[config.mk]
export PLATFORM = sky130hd
export DESIGN_NAME = i2c_xfer_sequencer
export DESIGN_NICKNAME = d
export VERILOG_FILES = /design/src/rtl/i2c_xfer_seq_pkg.sv /design/src/rtl/i2c_seq_wb_access.sv /design/src/rtl/i2c_xfer_sequencer.sv
export SDC_FILE = /design/constraint.sdc
export NUM_CORES = 1
export LEC_CHECK = 0
export ABC_AREA = 1
export CAP_MARGIN = 25
export CORE_MARGIN = 3
export CORE_UTILIZATION = 40
export CTS_CLUSTER_DIAMETER = 40
export DETAILED_ROUTE_END_ITERATION = 12
export PLACE_DENSITY = 0.71
export SYNTH_ARGS = -nofsm -noshare
export SYNTH_HDL_FRONTEND = slang
export SYNTH_SLANG_ARGS = --single-unit
export TNS_END_PERCENT = 30
[constraint.sdc]
create_clock -name clk_i -period 1.9 [get_ports clk_i]
set_input_delay 0.285 -clock clk_i [delete_from_list [all_inputs] [get_ports clk_i]]
set_output_delay 0.285 -clock clk_i [all_outputs]
set_load 0.02 [all_outputs]
[src/rtl/i2c_xfer_seq_pkg.sv]
// Shared constants and types for the IICMB transfer sequencer: register map,
// command codes, status bits and the sequencer state encodings.
package i2c_xfer_seq_pkg;

    localparam logic [1:0] REG_CSR  = 2'd0;
    localparam logic [1:0] REG_DPR  = 2'd1;
    localparam logic [1:0] REG_CMDR = 2'd2;

    localparam logic [2:0] CMD_WRITE    = 3'b001;
    localparam logic [2:0] CMD_READ_ACK = 3'b010;
    localparam logic [2:0] CMD_READ_NAK = 3'b011;
    localparam logic [2:0] CMD_START    = 3'b100;
    localparam logic [2:0] CMD_STOP     = 3'b101;
    localparam logic [2:0] CMD_SET_BUS  = 3'b110;

    localparam logic [7:0] CSR_ENABLE  = 8'hC0;
    localparam logic [7:0] CSR_DISABLE = 8'h00;

    localparam int unsigned STAT_DON = 7;
    localparam int unsigned STAT_NAK = 6;
    localparam int unsigned STAT_AL  = 5;
    localparam int unsigned STAT_ERR = 4;

    typedef enum logic [1:0] {
        ST_OK  = 2'd0,
        ST_NAK = 2'd1,
        ST_AL  = 2'd2,
        ST_ERR = 2'd3
    } status_e;

    typedef enum logic [4:0] {
        S_INIT, S_IDLE,
        S_BUS_DPR, S_BUS_CMD, S_START_CMD, S_ADDR_DPR, S_ADDR_CMD,
        S_WR_WAIT, S_WR_DPR, S_WR_CMD, S_RD_CMD, S_RD_DPR, S_STOP_CMD,
        S_WAIT_IRQ, S_WAIT_STAT, S_REINIT_OFF, S_REINIT_ON, S_DONE
    } state_e;

    // Which command the pending CMD_WAIT belongs to.
    typedef enum logic [2:0] {
        PH_BUS, PH_START, PH_ADDR, PH_WDATA, PH_RDATA, PH_STOP
    } phase_e;

endpackage

[src/rtl/i2c_seq_wb_access.sv]
// Single Wishbone master transaction engine. Holds cyc/stb until ack, then
// drops them; new starts are ignored while busy, guaranteeing an idle cycle.
module i2c_seq_wb_access #(
    parameter int unsigned AW = 2,
    parameter int unsigned DW = 8
) (
    input  logic          clk,
    input  logic          rst,
    input  logic          start,
    input  logic          we,
    input  logic [AW-1:0] adr,
    input  logic [DW-1:0] wdata,
    output logic          busy,
    output logic          done,
    output logic [DW-1:0] rdata,
    output logic          wb_cyc,
    output logic          wb_stb,
    output logic          wb_we,
    output logic [AW-1:0] wb_adr,
    output logic [DW-1:0] wb_dat_w,
    input  logic [DW-1:0] wb_dat_r,
    input  logic          wb_ack
);

    logic cyc;

    always_ff @(posedge clk) begin
        if (rst) begin
            cyc      <= 1'b0;
            wb_we    <= 1'b0;
            wb_adr   <= '0;
            wb_dat_w <= '0;
        end else if (!cyc && start) begin
            cyc      <= 1'b1;
            wb_we    <= we;
            wb_adr   <= adr;
            wb_dat_w <= wdata;
        end else if (cyc && wb_ack) begin
            cyc <= 1'b0;
        end
    end

    // done/rdata are valid in the ack cycle so the caller captures there.
    assign busy   = cyc;
    assign done   = cyc & wb_ack;
    assign rdata  = wb_dat_r;
    assign wb_cyc = cyc;
    assign wb_stb = cyc;

endmodule

[src/rtl/i2c_xfer_sequencer.sv]
// Wishbone master that sequences complete I2C transfers through an IICMB
// controller: enable, set bus, start, address, data bytes, stop.
module i2c_xfer_sequencer
    import i2c_xfer_seq_pkg::*;
#(
    parameter int unsigned WB_ADDR_WIDTH  = 2,
    parameter int unsigned WB_DATA_WIDTH  = 8,
    parameter int unsigned I2C_ADDR_WIDTH = 7,
    parameter int unsigned MAX_LEN        = 32,
    parameter int unsigned IRQ_TIMEOUT    = 65535,
    localparam int unsigned LEN_W         = $clog2(MAX_LEN + 1),
    localparam int unsigned TMO_W         = $clog2(IRQ_TIMEOUT + 1)
) (
    input  logic                      clk_i,
    input  logic                      rst_i,
    input  logic                      req_valid_i,
    output logic                      req_ready_o,
    input  logic                      req_rw_i,
    input  logic [7:0]                req_bus_i,
    input  logic [I2C_ADDR_WIDTH-1:0] req_addr_i,
    input  logic [LEN_W-1:0]          req_len_i,
    input  logic [7:0]                wr_data_i,
    input  logic                      wr_valid_i,
    output logic                      wr_ready_o,
    output logic [7:0]                rd_data_o,
    output logic                      rd_valid_o,
    output logic                      done_o,
    output logic [1:0]                status_o,
    output logic                      cyc_o,
    output logic                      stb_o,
    output logic                      we_o,
    output logic [WB_ADDR_WIDTH-1:0]  adr_o,
    output logic [WB_DATA_WIDTH-1:0]  dat_o,
    input  logic [WB_DATA_WIDTH-1:0]  dat_i,
    input  logic                      ack_i,
    input  logic                      irq_i
);

    localparam int unsigned AW = WB_ADDR_WIDTH;
    localparam int unsigned DW = WB_DATA_WIDTH;

    state_e                    state, state_n;
    phase_e                    phase;
    status_e                   status, status_val;
    logic                      status_set;
    logic                      rw;
    logic [7:0]                bus;
    logic [I2C_ADDR_WIDTH-1:0] addr;
    logic [LEN_W-1:0]          len, cnt;
    logic [7:0]                wbyte;
    logic [TMO_W-1:0]          tmo;
    logic                      rd_valid;
    logic [7:0]                rd_data;
    logic                      cnt_inc;

    logic          acc_req, acc_start, acc_we, acc_busy, acc_done;
    logic [AW-1:0] acc_adr;
    logic [DW-1:0] acc_wdata, acc_rdata;

    logic accept, bad_len, last_byte;

    assign accept    = (state == S_IDLE) && req_valid_i;
    assign bad_len   = (req_len_i == '0) || (req_len_i > LEN_W'(MAX_LEN));
    assign last_byte = (cnt == len - LEN_W'(1));
    assign acc_start = acc_req && !acc_busy;

    i2c_seq_wb_access #(.AW(AW), .DW(DW)) u_acc (
        .clk      (clk_i),
        .rst      (rst_i),
        .start    (acc_start),
        .we       (acc_we),
        .adr      (acc_adr),
        .wdata    (acc_wdata),
        .busy     (acc_busy),
        .done     (acc_done),
        .rdata    (acc_rdata),
        .wb_cyc   (cyc_o),
        .wb_stb   (stb_o),
        .wb_we    (we_o),
        .wb_adr   (adr_o),
        .wb_dat_w (dat_o),
        .wb_dat_r (dat_i),
        .wb_ack   (ack_i)
    );

    always_ff @(posedge clk_i) begin
        if (rst_i) state <= S_INIT;
        else       state <= state_n;
    end

    always_comb begin
        state_n    = state;
        acc_req    = 1'b0;
        acc_we     = 1'b1;
        acc_adr    = AW'(REG_CSR);
        acc_wdata  = '0;
        status_set = 1'b0;
        status_val = ST_OK;
        cnt_inc    = 1'b0;
        unique case (state)
            S_INIT: begin
                acc_req = 1'b1; acc_wdata = DW'(CSR_ENABLE);
                if (acc_done) state_n = S_IDLE;
            end
            S_IDLE:
                if (req_valid_i) state_n = bad_len ? S_DONE : S_BUS_DPR;
            S_BUS_DPR: begin
                acc_req = 1'b1; acc_adr = AW'(REG_DPR); acc_wdata = DW'(bus);
                if (acc_done) state_n = S_BUS_CMD;
            end
            S_BUS_CMD: begin
                acc_req = 1'b1; acc_adr = AW'(REG_CMDR); acc_wdata = DW'({5'b0, CMD_SET_BUS});
                if (acc_done) state_n = S_WAIT_IRQ;
            end
            S_START_CMD: begin
                acc_req = 1'b1; acc_adr = AW'(REG_CMDR); acc_wdata = DW'({5'b0, CMD_START});
                if (acc_done) state_n = S_WAIT_IRQ;
            end
            S_ADDR_DPR: begin
                acc_req = 1'b1; acc_adr = AW'(REG_DPR); acc_wdata = DW'({addr, rw});
                if (acc_done) state_n = S_ADDR_CMD;
            end
            S_ADDR_CMD, S_WR_CMD: begin
                acc_req = 1'b1; acc_adr = AW'(REG_CMDR); acc_wdata = DW'({5'b0, CMD_WRITE});
                if (acc_done) state_n = S_WAIT_IRQ;
            end
            S_WR_WAIT:
                if (wr_valid_i) state_n = S_WR_DPR;
            S_WR_DPR: begin
                acc_req = 1'b1; acc_adr = AW'(REG_DPR); acc_wdata = DW'(wbyte);
                if (acc_done) state_n = S_WR_CMD;
            end
            S_RD_CMD: begin
                acc_req = 1'b1; acc_adr = AW'(REG_CMDR);
                acc_wdata = DW'({5'b0, last_byte ? CMD_READ_NAK : CMD_READ_ACK});
                if (acc_done) state_n = S_WAIT_IRQ;
            end
            S_RD_DPR: begin
                acc_req = 1'b1; acc_we = 1'b0; acc_adr = AW'(REG_DPR);
                if (acc_done) begin
                    cnt_inc = 1'b1;
                    state_n = last_byte ? S_STOP_CMD : S_RD_CMD;
                end
            end
            S_STOP_CMD: begin
                acc_req = 1'b1; acc_adr = AW'(REG_CMDR); acc_wdata = DW'({5'b0, CMD_STOP});
                if (acc_done) state_n = S_WAIT_IRQ;
            end
            S_WAIT_IRQ:
                if (irq_i) state_n = S_WAIT_STAT;
                else if (tmo == TMO_W'(IRQ_TIMEOUT - 1)) begin
                    status_set = 1'b1; status_val = ST_ERR; state_n = S_REINIT_OFF;
                end
            S_WAIT_STAT: begin
                acc_req = 1'b1; acc_we = 1'b0; acc_adr = AW'(REG_CMDR);
                if (acc_done) begin
                    // Arbitration loss wins: the bus is gone, so STOP is skipped.
                    if (acc_rdata[STAT_AL]) begin
                        status_set = 1'b1; status_val = ST_AL; state_n = S_DONE;
                    end else if (acc_rdata[STAT_ERR]) begin
                        status_set = 1'b1; status_val = ST_ERR; state_n = S_REINIT_OFF;
                    end else if (acc_rdata[STAT_NAK] && (phase == PH_ADDR || phase == PH_WDATA)) begin
                        status_set = 1'b1; status_val = ST_NAK; state_n = S_STOP_CMD;
                    end else if (acc_rdata[STAT_DON]) begin
                        unique case (phase)
                            PH_BUS:   state_n = S_START_CMD;
                            PH_START: state_n = S_ADDR_DPR;
                            PH_ADDR:  state_n = rw ? S_RD_CMD : S_WR_WAIT;
                            PH_WDATA: begin
                                cnt_inc = 1'b1;
                                state_n = last_byte ? S_STOP_CMD : S_WR_WAIT;
                            end
                            PH_RDATA: state_n = S_RD_DPR;
                            PH_STOP:  state_n = S_DONE;
                            default:  state_n = S_DONE;
                        endcase
                    end else begin
                        status_set = 1'b1; status_val = ST_ERR; state_n = S_REINIT_OFF;
                    end
                end
            end
            S_REINIT_OFF: begin
                acc_req = 1'b1; acc_wdata = DW'(CSR_DISABLE);
                if (acc_done) state_n = S_REINIT_ON;
            end
            S_REINIT_ON: begin
                acc_req = 1'b1; acc_wdata = DW'(CSR_ENABLE);
                if (acc_done) state_n = S_DONE;
            end
            S_DONE:  state_n = S_IDLE;
            default: state_n = S_INIT;
        endcase
    end

    always_ff @(posedge clk_i) begin
        if (rst_i) begin
            phase    <= PH_BUS;
            status   <= ST_OK;
            rw       <= 1'b0;
            bus      <= '0;
            addr     <= '0;
            len      <= '0;
            cnt      <= '0;
            wbyte    <= '0;
            tmo      <= '0;
            rd_valid <= 1'b0;
            rd_data  <= '0;
        end else begin
            rd_valid <= (state == S_RD_DPR) && acc_done;
            if ((state == S_RD_DPR) && acc_done) rd_data <= acc_rdata[7:0];
            if (accept) begin
                rw     <= req_rw_i;
                bus    <= req_bus_i;
                addr   <= req_addr_i;
                len    <= req_len_i;
                cnt    <= '0;
                status <= bad_len ? ST_ERR : ST_OK;
            end else if (status_set) begin
                status <= status_val;
            end
            if (cnt_inc) cnt <= cnt + LEN_W'(1);
            if ((state == S_WR_WAIT) && wr_valid_i) wbyte <= wr_data_i;
            if ((state_n == S_WAIT_IRQ) && (state != S_WAIT_IRQ)) tmo <= '0;
            else if (state == S_WAIT_IRQ) tmo <= tmo + TMO_W'(1);
            unique case (state)
                S_BUS_CMD:   phase <= PH_BUS;
                S_START_CMD: phase <= PH_START;
                S_ADDR_CMD:  phase <= PH_ADDR;
                S_WR_CMD:    phase <= PH_WDATA;
                S_RD_CMD:    phase <= PH_RDATA;
                S_STOP_CMD:  phase <= PH_STOP;
                default:     phase <= phase;
            endcase
        end
    end

    assign req_ready_o = (state == S_IDLE);
    assign wr_ready_o  = (state == S_WR_WAIT);
    assign done_o      = (state == S_DONE);
    assign status_o    = status;
    assign rd_valid_o  = rd_valid;
    assign rd_data_o   = rd_data;

endmodule

==> metrics <==
status=finished with violations; failing checks=setup timing; row cnt=37; RSZ-0062 raised after global routing=yes; setup ws final=-0.2481 ns; wire length of the first global-routing pass=20020 um; family with the most delay on the worst path=simple AND/OR/NAND/NOR gates; grt ovf=0; GRT Total Usage=around a fifth; Main synth FF type=dfxtp_1; critical path cell sequence=inv_2 > ha_4 > inv_2 > nand2_2 > nand2_1 > nor2_1 > nand2_1 > nor2_1 > nand3_2 > nand2_2 > nand3_2 > nand2_1 > nand2_1 > nand2_1 > nand2_1 > nand2_1 > nand2_2 > nand2_4 > clkbuf_16 > a21oi_2; slowest stage delay, CP=around 0.34 ns; setup violators final=17; DRT iter0 DRCs=207; register area share after synthesis=around 39%; initial antenna violation count=0; Avg Cell Area, Syn=6.843 um^2; Final Util=between 50% and 60%; peak fanout along the critical path=6; worst rel slew slack=between 70% and 80%; core box area=10370 um^2; Final Hold Viols=0; area of placed instances=5769 um^2; CTS tree=done; commonest non-fill, non-tap cells in the layout=nand2_1, buf_4, dfxtp_1; TNS Setup=-4.027 ns; f_max=approximately 470 MHz; number of library cell types mapped by synthesis=39; Reg2Reg Launch Point=len[0]$_SDFFE_PP0P_; number of synthesized flops with an enable pin=0; area of the mapped netlist=roughly 4300 um^2; layout cells sized above 1=23.95%; r2r worst-path depth=20; DP HPWL=approximately 9300 um; Area Growth Syn to Fin=44.76%; clock root cell=clkbuf_8; Worst Tran Pin Value=0.3680 ns; diode count=0; hold buffer count at cts=0; Logic pwr share=17.8%; # fillers=947; sw power=between 1 and 1.5 mW; # clock sinks=83; hold path start=addr[6]$_SDFFE_PP0P_; Clk pwr share=a little under two fifths; Critical Path Source Type=flip-flop; Post-synth ARST share=0%; Crit. End Element=flip-flop; IO Count=approximately 70; Die Span X=~110 um; WS Path Type=reg2reg; final wirelength=approximately 12000 um; clock-pin slew on the worst setup and hold paths=about 0.080 ns; Synthesized Nets=a little under 700; Sw Share=around a quarter; DR WL/cell=around 14 um; clock skew=0.007272 ns; CTS H-tree lvls=3; most used cell, CP=nand2_1; DR DRC count=0; die height=109.4 um; total CTS buffers=9; Max Cap Violations=0; crit path time final=around 2.1 ns; vias in the first global route=around 4400; leak pwr=2.622 nW; worst hold stages=2; worst skew pair latency=0.35 ns; worst path buffer plus inverter count=3; post-synthesis instance total=between 600 and 700; total iterations of the first detailed-routing run=4; Hold Path Class=reg2reg; Worst VDD drop=0.4513 mV; clock tree buffer depth=2; Power Internal=about 3.0 mW; commonest non-fill, non-tap cell in the layout=nand2_1; flops & latches, synth=83; initial core utilization=between 40 and 50%; CP Data Required Time=around 2.2 ns; R2R setup slack=-0.25 ns; Flop pwr share=about 46%; Ys Warns=0; largest net degree at the start of global routing=48; Final Cell Area=between 6000 and 7000 um^2; worst hold endpoint=addr[6]$_SDFFE_PP0P_; via count=roughly 4600; pwr/cell area=between 600 and 700 nW/um^2; Final #Nets=828; Final Max Tran Viols=0; Die Footprint=~12000 um^2; Avg Vias per Cell=between 4 and 5; port bufs=70; Post-DRT Antenna Nets=0; RePlAce Congestion=~0.88; worst r2r dst=tmo[9]$_SDFFE_PP0P_; slowest CP cell=dfxtp_2; Final period util=113.1%; CP Data Arrival Time=between 2 and 2.5 ns
[worst register-to-register path, cell delays in order, from the launching register on]
cell and delay [ns]:
dfxtp_2 0.34, inv_2 0.05, ha_4 0.26, inv_2 0.03, nand2_2 0.05, nand2_1 0.04, nor2_1 0.09, nand2_1 0.06
nor2_1 0.12, nand3_2 0.17, nand2_2 0.12, nand3_2 0.06, nand2_1 0.06, nand2_1 0.05, nand2_1 0.06, nand2_1 0.05
nand2_1 0.07, nand2_2 0.07, nand2_4 0.10, clkbuf_16 0.16, a21oi_2 0.05
[worst max path at each step]
stage / from / endpoint / slack [ns] / cells after the start
after detailed placement: req_len_i[2] / tmo[3]$_SDFFE_PP0P_ / -0.47 / 12
after global routing: len[0]$_SDFFE_PP0P_ / tmo[9]$_SDFFE_PP0P_ / -0.44 / 20
after CTS: len[0]$_SDFFE_PP0P_ / tmo[4]$_SDFFE_PP0P_ / -0.22 / 17
after floorplan: len[0]$_SDFFE_PP0P_ / tmo[15]$_SDFFE_PP0P_ / -0.06 / 20
after global placement: req_len_i[2] / tmo[2]$_SDFFE_PP0P_ / -0.38 / 12
final: len[0]$_SDFFE_PP0P_ / tmo[9]$_SDFFE_PP0P_ / -0.25 / 20
[what timing repair did]
action	4_1_cts	5_1_grt
cloned	1	1
pin swaps	6	5
setup buffers	2	0
setup endpoints to repair	32	48
gates resized for setup	28	22
[synth_stat cells (7+ instances only)]
cell | number | area, um^2
a21oi_1 | 60 | 300.3
a21oi_2 | 12 | 105.1
clkbuf_1 | 11 | 41.29
dfxtp_1 | 83 | 1662
inv_1 | 73 | 274.0
inv_2 | 11 | 41.29
nand2_1 | 131 | 491.7
nand3_1 | 23 | 115.1
nand4_1 | 7 | 43.79
nor2_1 | 73 | 274.0
nor2_2 | 8 | 50.05
nor3_1 | 7 | 35.03
o21ai_0 | 55 | 275.3
xor2_1 | 12 | 105.1
[cell families (layout without fill, tap and decap cells)]
logic type,after synthesis,after routing,synth area share (%)
buffers and inverters,102,261,9.333
XOR/XNOR,18,18,3.686
flip-flops,83,83,38.85
AO/OA/AOI/OAI,152,152,20.10
AND/OR/NAND/NOR,266,267,26.86
adder cells (fa/ha/maj),4,4,1.170
[stage by stage]
step           setup WS [ns]  cells  total power, mW  hold slack [ns]
6_report             -0.2481    921            4.029           0.4663
2_1_floorplan       -0.05612    625            2.214           0.3544
4_1_cts              -0.2214    920            4.059           0.4681
3_3_place_gp         -0.3776    901            2.543           0.4442
3_5_place_dp         -0.4717    901            2.553           0.4520
5_1_grt              -0.4371    921            4.220           0.4892
[state kept, by name, summed over array words and instances (netlist names)]
signal          cells
len                 6
u_acc.wb_adr        2
u_acc.wb_dat_w      8
u_acc.busy          1
wbyte               8
u_acc.wb_we         1
state               5
rd_data_o           8
status_o            2
tmo                16
rw                  1
addr                7
cnt                 6
phase               3
bus                 8
rd_valid_o          1
[layer usage]
layer | GRT usage [%] | part of all wire, % | wire length [um] | vias to the layer above
met5 | 0 | 0 | 0 | -
met4 | 6.946 | 1.4 | 177 | 0
met3 | 3.523 | 4.0 | 495 | 12
met2 | 35.88 | 48 | 5997 | 91
met1 | 27.01 | 46 | 5781 | 2120
li1 | - | - | - | 2342
[power by group through the flow]
| stage | registers, mW | logic, mW | clock network [mW] |
|---|---|---|---|
| 3_5_place_dp | 1.87 | 0.681 | 0 |
| 3_3_place_gp | 1.87 | 0.672 | 0 |
| 2_1_floorplan | 1.90 | 0.319 | 0 |
| 4_1_cts | 1.83 | 0.704 | 1.52 |
| 6_report | 1.83 | 0.718 | 1.48 |
| 5_1_grt | 1.84 | 0.793 | 1.59 |
[area by class of cell]
class / instances / area, um^2 / area share (%)
Clock buffer: 11 / 151.4 / 2.445
Clock inverter: 5 / 82.58 / 1.334
Inverter: 87 / 326.6 / 5.275
Multi-Input combinational cell: 441 / 2381 / 38.46
Sequential cell: 83 / 1668 / 26.94
Tap cell: 136 / 170.2 / 2.749
Timing Repair Buffer: 158 / 1411 / 22.80
Power figures use the tool's default switching activity.
